`src/rtl/reservation_station.sv`:
```
// rtl/reservation_station.sv - out-of-order issue buffer between the ROB and the ALU
//
// Holds up to RsLength+1 non-memory instructions until both source operands
// are valid, snooping ROB commit broadcasts for the missing values, and issues
// the lowest-index ready entry to the ALU each cycle.
//
// Ports:
//   clk, rst                 clock, synchronous active-high reset
//   is_empty_from_rob        no instruction offered this cycle
//   is_sl_from_rob           offered instruction is a load/store (ignored here)
//   is_exception_from_rob    flush all entries and the pending issue
//   is_commit_from_rob       commit broadcast valid
//   op/v1/v2/q1/q2/imm/pc_from_rob  dispatched instruction fields
//   commit_data_from_rob     broadcast result value
//   commit_pc_from_rob       broadcast result tag
//   op/v1/v2/imm/pc_to_alu   registered issue fields; op 0 means no issue
//   is_stall_to_instr_queue  station full
//   is_stall_to_rob          station full

`ifndef OpcodeLength
`define OpcodeLength 6
`endif
`ifndef DataLength
`define DataLength 31
`endif
`ifndef PcLength
`define PcLength 31
`endif

module reservation_station #(
    parameter int RsLength = 7
) (
    input  logic                 clk,
    input  logic                 rst,
    input  logic                 is_empty_from_rob,
    input  logic                 is_sl_from_rob,
    input  logic                 is_exception_from_rob,
    input  logic                 is_commit_from_rob,
    input  logic [`OpcodeLength:0] op_from_rob,
    input  logic [`DataLength:0] v1_from_rob,
    input  logic [`DataLength:0] v2_from_rob,
    input  logic [`PcLength:0]   q1_from_rob,
    input  logic [`PcLength:0]   q2_from_rob,
    input  logic [`DataLength:0] imm_from_rob,
    input  logic [`DataLength:0] pc_from_rob,
    input  logic [`DataLength:0] commit_data_from_rob,
    input  logic [`PcLength:0]   commit_pc_from_rob,
    output logic [`OpcodeLength:0] op_to_alu,
    output logic [`DataLength:0] v1_to_alu,
    output logic [`DataLength:0] v2_to_alu,
    output logic [`DataLength:0] imm_to_alu,
    output logic [`DataLength:0] pc_to_alu,
    output logic                 is_stall_to_instr_queue,
    output logic                 is_stall_to_rob
);

    localparam int OW = `OpcodeLength + 1;
    localparam int DW = `DataLength + 1;
    localparam int TW = `PcLength + 1;
    localparam int NE = RsLength + 1;
    localparam int IW = (NE > 1) ? $clog2(NE) : 1;
    localparam int CW = $clog2(NE + 1);

    logic [NE-1:0] valid_q, valid_d;
    logic [OW-1:0] op_q  [NE];
    logic [OW-1:0] op_d  [NE];
    logic [DW-1:0] v1_q  [NE];
    logic [DW-1:0] v1_d  [NE];
    logic [DW-1:0] v2_q  [NE];
    logic [DW-1:0] v2_d  [NE];
    logic [TW-1:0] q1_q  [NE];
    logic [TW-1:0] q1_d  [NE];
    logic [TW-1:0] q2_q  [NE];
    logic [TW-1:0] q2_d  [NE];
    logic [DW-1:0] imm_q [NE];
    logic [DW-1:0] imm_d [NE];
    logic [DW-1:0] pc_q  [NE];
    logic [DW-1:0] pc_d  [NE];

    logic [NE-1:0] ready;
    logic [CW-1:0] count;
    logic          full;
    logic [IW-1:0] free_idx;
    logic [IW-1:0] iss_idx;
    logic          iss_found;
    logic          dispatch_en;
    logic          disp_hit1;
    logic          disp_hit2;

    // Occupancy, lowest free slot and lowest ready slot, all from pre-edge state.
    // Loops run high to low so the lowest matching index is the last write.
    always_comb begin
        count     = '0;
        free_idx  = '0;
        iss_idx   = '0;
        iss_found = 1'b0;
        ready     = '0;
        for (int i = NE - 1; i >= 0; i--) begin
            ready[i] = valid_q[i] && (q1_q[i] == '0) && (q2_q[i] == '0);
            count    = count + {{(CW-1){1'b0}}, valid_q[i]};
            if (!valid_q[i]) begin
                free_idx = IW'(i);
            end
            if (ready[i]) begin
                iss_idx   = IW'(i);
                iss_found = 1'b1;
            end
        end
    end

    assign full                    = (count == CW'(NE));
    assign is_stall_to_instr_queue = full;
    assign is_stall_to_rob         = full;

    // A write into a full station is dropped; the ROB is expected to honour the stall.
    assign dispatch_en = !is_empty_from_rob && !is_sl_from_rob && !full;

    // The incoming instruction snoops the same broadcast; tag 0 means "already valid".
    assign disp_hit1 = is_commit_from_rob && (q1_from_rob != '0) &&
                       (q1_from_rob == commit_pc_from_rob);
    assign disp_hit2 = is_commit_from_rob && (q2_from_rob != '0) &&
                       (q2_from_rob == commit_pc_from_rob);

    always_comb begin
        valid_d = valid_q;
        op_d    = op_q;
        v1_d    = v1_q;
        v2_d    = v2_q;
        q1_d    = q1_q;
        q2_d    = q2_q;
        imm_d   = imm_q;
        pc_d    = pc_q;
        for (int i = 0; i < NE; i++) begin
            if (valid_q[i] && is_commit_from_rob) begin
                if ((q1_q[i] != '0) && (q1_q[i] == commit_pc_from_rob)) begin
                    v1_d[i] = commit_data_from_rob;
                    q1_d[i] = '0;
                end
                if ((q2_q[i] != '0) && (q2_q[i] == commit_pc_from_rob)) begin
                    v2_d[i] = commit_data_from_rob;
                    q2_d[i] = '0;
                end
            end
            if (iss_found && (iss_idx == IW'(i))) begin
                valid_d[i] = 1'b0;
            end
            // free_idx points at a slot that was invalid pre-edge, so it never
            // collides with the issuing slot.
            if (dispatch_en && (free_idx == IW'(i))) begin
                valid_d[i] = 1'b1;
                op_d[i]    = op_from_rob;
                v1_d[i]    = disp_hit1 ? commit_data_from_rob : v1_from_rob;
                v2_d[i]    = disp_hit2 ? commit_data_from_rob : v2_from_rob;
                q1_d[i]    = disp_hit1 ? '0 : q1_from_rob;
                q2_d[i]    = disp_hit2 ? '0 : q2_from_rob;
                imm_d[i]   = imm_from_rob;
                pc_d[i]    = pc_from_rob;
            end
        end
    end

    always_ff @(posedge clk) begin
        if (rst) begin
            valid_q    <= '0;
            op_to_alu  <= '0;
            v1_to_alu  <= '0;
            v2_to_alu  <= '0;
            imm_to_alu <= '0;
            pc_to_alu  <= '0;
        end else if (is_exception_from_rob) begin
            valid_q   <= '0;
            op_to_alu <= '0;
        end else begin
            valid_q <= valid_d;
            if (iss_found) begin
                op_to_alu  <= op_q[iss_idx];
                v1_to_alu  <= v1_q[iss_idx];
                v2_to_alu  <= v2_q[iss_idx];
                imm_to_alu <= imm_q[iss_idx];
                pc_to_alu  <= pc_q[iss_idx];
            end else begin
                op_to_alu <= '0;
            end
        end
    end

    // Payload is only meaningful under valid_q, so it needs no reset.
    always_ff @(posedge clk) begin
        op_q  <= op_d;
        v1_q  <= v1_d;
        v2_q  <= v2_d;
        q1_q  <= q1_d;
        q2_q  <= q2_d;
        imm_q <= imm_d;
        pc_q  <= pc_d;
    end

endmodule

```
`config.mk`:
```
export PLATFORM = sky130hd
export DESIGN_NAME = reservation_station
export DESIGN_NICKNAME = d
export VERILOG_FILES = /design/src/rtl/reservation_station.sv
export SDC_FILE = /design/constraint.sdc
export NUM_CORES = 2
export LEC_CHECK = 0
export ABC_CLOCK_PERIOD_IN_PS = 10500
export CORE_ASPECT_RATIO = 1.75
export CORE_UTILIZATION = 51
export CTS_CLUSTER_DIAMETER = 60
export DETAILED_ROUTE_END_ITERATION = 16
export PLACE_DENSITY = 0.7
export SYNTH_ARGS = -nofsm -noshare
export SYNTH_HDL_FRONTEND = slang
export SYNTH_SLANG_ARGS = --single-unit
```
`constraint.sdc`:
```
create_clock -name clk -period 10.5 [get_ports clk]
set_clock_uncertainty 0.2 [all_clocks]
set_input_delay 2.1 -clock clk [delete_from_list [all_inputs] [get_ports clk]]
set_output_delay 2.1 -clock clk [all_outputs]
set_load 0.005 [all_outputs]
```
==> results.ini <==
[layout]
area_growth_pct = 14.38
layout-drive-gt1-share_pct = 6.451
finalNetCount = 6173
final_cell_mix = edfxtp_1, nor2_1, a21oi_1, clkdlybuf4s50_1, xor2_1
fin_cells = 8013
fin_area_um2 = 86780
layout_commonest_cell = edfxtp_1

[worst_setup_path]
cp.arrival_ns = 4.87
r2r_start = valid_q[0]
worstSetupStartpointType = flip-flop
r2r_slack_ns = 3.49
path_class = flip-flop to output pin
setup.worst_path.end_class = output pin
path_max_fanout = 10
cp.required_ns = 8.20
critPathLaunch = valid_q[0]

[clocking]
cts_buffer_depth = 3
clk_pin_slew_ns = 0.07
postCtsSetupBuffers = 0
clk_latency_ns = 0.83
cts_resized = 0
cts_root_buf = clkbuf_16
cts_sinks = 1735
htreeDepth = 4
cts_hold_buf = 0
cts_tree = built
cts_buffers = 155

[floorplanning]
row_count = 186
start_util_pct = 51.50
die_w_um = 293.6
core_area_um2 = 147300
die_height_um = 512.2
ioPinCount = 406
die-area_um2 = 150400

[grt]
grt-ovfl-total = 0
grt_pass1_vias = 53380
antenna_found_initial = 14
track_usage_pct = 33.81
grt_pass1_wl_um = 362900
grt_max_degree = 163

[power]
cellPowerDensity_nw_per_um2 = 163.5
total_power_uw = 14190
irDropWorstVdd_mv = 0.1748
p_leak_uw = 0.02975

[detailed_routing]
drt-initial-drc-count = 6763
first_pass_iters = 9
via_count = 53610
detail_route.wl_per_cell_um = 32.28
route.detailed.drc = 0
drtAntennaViolNets = 0
via_per_inst = 6.691
wirelength_um = 258700

[synth]
syn-num-nets = 5975
syn-cell-area_um2 = 75870
synth-seq-cells = 1735
ys_seq_area_share_pct = 66.78
yosysWarnings = 0
synth_cell_types = 62
avgSynthCellArea_um2 = 13.31
ys.flop_type = edfxtp_1
synth-edff-count = 1592
async_flop_share_pct = 0
syn-instance-count = 5699

[worst_hold_path]
worstHoldStart = imm_to_alu[24]
hold_path.class = flip-flop to flip-flop

[timing]
post-route-period-util_pct = 68.28
fin_setup_tns_ns = 0
period_needed_ns = 7.170
slew_violations = 0
rsz0062_at_grt = no
finalHoldViolations = 0
worst_slack_ns = 3.330
max_slew.worst_pin.slew_ns = 1.215
fmax_ghz = 0.1395
slew_headroom_pct = 16.67
setup_viol = 0

[outcome]
status = finished, final reports clean

[place]
placed_area_um2 = 81490
pre_cts_ws_ns = 3.358
place_hpwl_um = 152300
dp.cells = 7714
port_buffers = 405
place_congestion = 0.9934

[flow_run]
maxCapViolations = 0

## metrics by stage
step                      utilization [%]  hold WS, ns
after global routing                58.90       0.2801
after CTS                           58.89       0.2680
after floorplan                         -       0.2657
after detailed placement            55.32       0.2528
after global placement              55.32       0.2461
final                               58.91       0.2651
## cells by family (layout without fill, tap and decap cells)
family,count (synthesis),after routing,share of synthesized area [%]
AO/OA/AOI/OAI,1239,1239,11.30
XOR/XNOR,573,573,6.615
adder cells (fa/ha/maj),7,7,0.1550
buffers and inverters,481,812,2.736
flip-flops,1735,1735,66.78
multiplexers,334,334,4.406
other,0,9,0
AND/OR/NAND/NOR,1330,1330,8.005
## routing by layer
layer,GRT usage [%],vias up,share of wire [%],wire (um)
li1,-,22380,-,-
met1,39.38,26650,34,86740
met2,55.44,3651,48,123600
met3,7.461,926,11,28160
met4,23.50,8,7.8,20110
met5,0,-,0.022,57
## Yosys cell counts (3+ instances only)
cell type | count | area share, %
edfxtp_1 | 1592 | 63
nor2_1 | 790 | 3.9
a21oi_1 | 552 | 3.6
xor2_1 | 339 | 3.9
mux2i_1 | 334 | 4.4
clkbuf_1 | 299 | 1.5
o211ai_1 | 272 | 2.7
a32oi_1 | 241 | 2.8
xnor2_1 | 234 | 2.7
nor4_1 | 232 | 1.9
dfxtp_1 | 143 | 3.8
a32o_1 | 129 | 1.7
nand4_1 | 120 | 0.99
nand2_1 | 114 | 0.56
buf_2 | 87 | 0.57
buf_1 | 44 | 0.22
nor3_1 | 27 | 0.18
buf_6 | 15 | 0.22
inv_1 | 14 | 0.069
nand3_1 | 14 | 0.092
buf_4 | 13 | 0.13
inv_2 | 9 | 0.045
and3_1 | 8 | 0.066
o21ai_0 | 8 | 0.053
o31ai_1 | 5 | 0.049
a31o_2 | 4 | 0.046
fa_1 | 4 | 0.11
a22o_1 | 3 | 0.035
and2_1 | 3 | 0.025
ha_1 | 3 | 0.049
nand2b_1 | 3 | 0.025
nor4_2 | 3 | 0.049
o2111ai_1 | 3 | 0.035
or4_1 | 3 | 0.030
## path summary, 6_finish.rpt
path	cells past startpoint	end
worst min register to register	1	imm_to_alu[24]
worst max-delay path	11	is_stall_to_instr_queue
worst max register to register	18	q1_q[21]
worst min-delay path	1	imm_to_alu[24]
## critical path, cell delays in order, from the launching register on
cell and delay, ns:
dfxtp_1 0.66, fa_1 0.49, inv_1 0.08, fa_1 0.42, fa_1 0.45, inv_1 0.07
ha_1 0.16, inv_1 0.06, fa_1 0.54, nand2_1 0.05, nor4_1 0.41, clkdlybuf4s50_1 0.69
## final cells by class
cell class | instances | area, um^2
Multi-Input combinational cell | 3483 | 23420
Antenna cell | 9 | 22.52
Fill cell | 11580 | 60530
Timing Repair Buffer | 499 | 4797
Sequential cell | 1735 | 50670
Tap cell | 1974 | 2470
Clock inverter | 77 | 935.9
Clock buffer | 213 | 4328
Inverter | 23 | 146.4
## power breakdown
group	leakage (uW)	switching, uW	internal [uW]
sequential	0.0156	16.8	7550
clock	0.00255	2650	3190
combinational	0.0116	539	239
## registers in the layout, summed over array words and instances (netlist names)
register    count
v1_to_alu      32
op_to_alu       7
q1_q          256
valid_q         8
v2_to_alu      32
v2_q          256
pc_q          256
pc_to_alu      32
imm_to_alu     32
v1_q          256
imm_q         256
op_q           56
q2_q          256
Note: power is estimated with default switching activity, not from simulation.
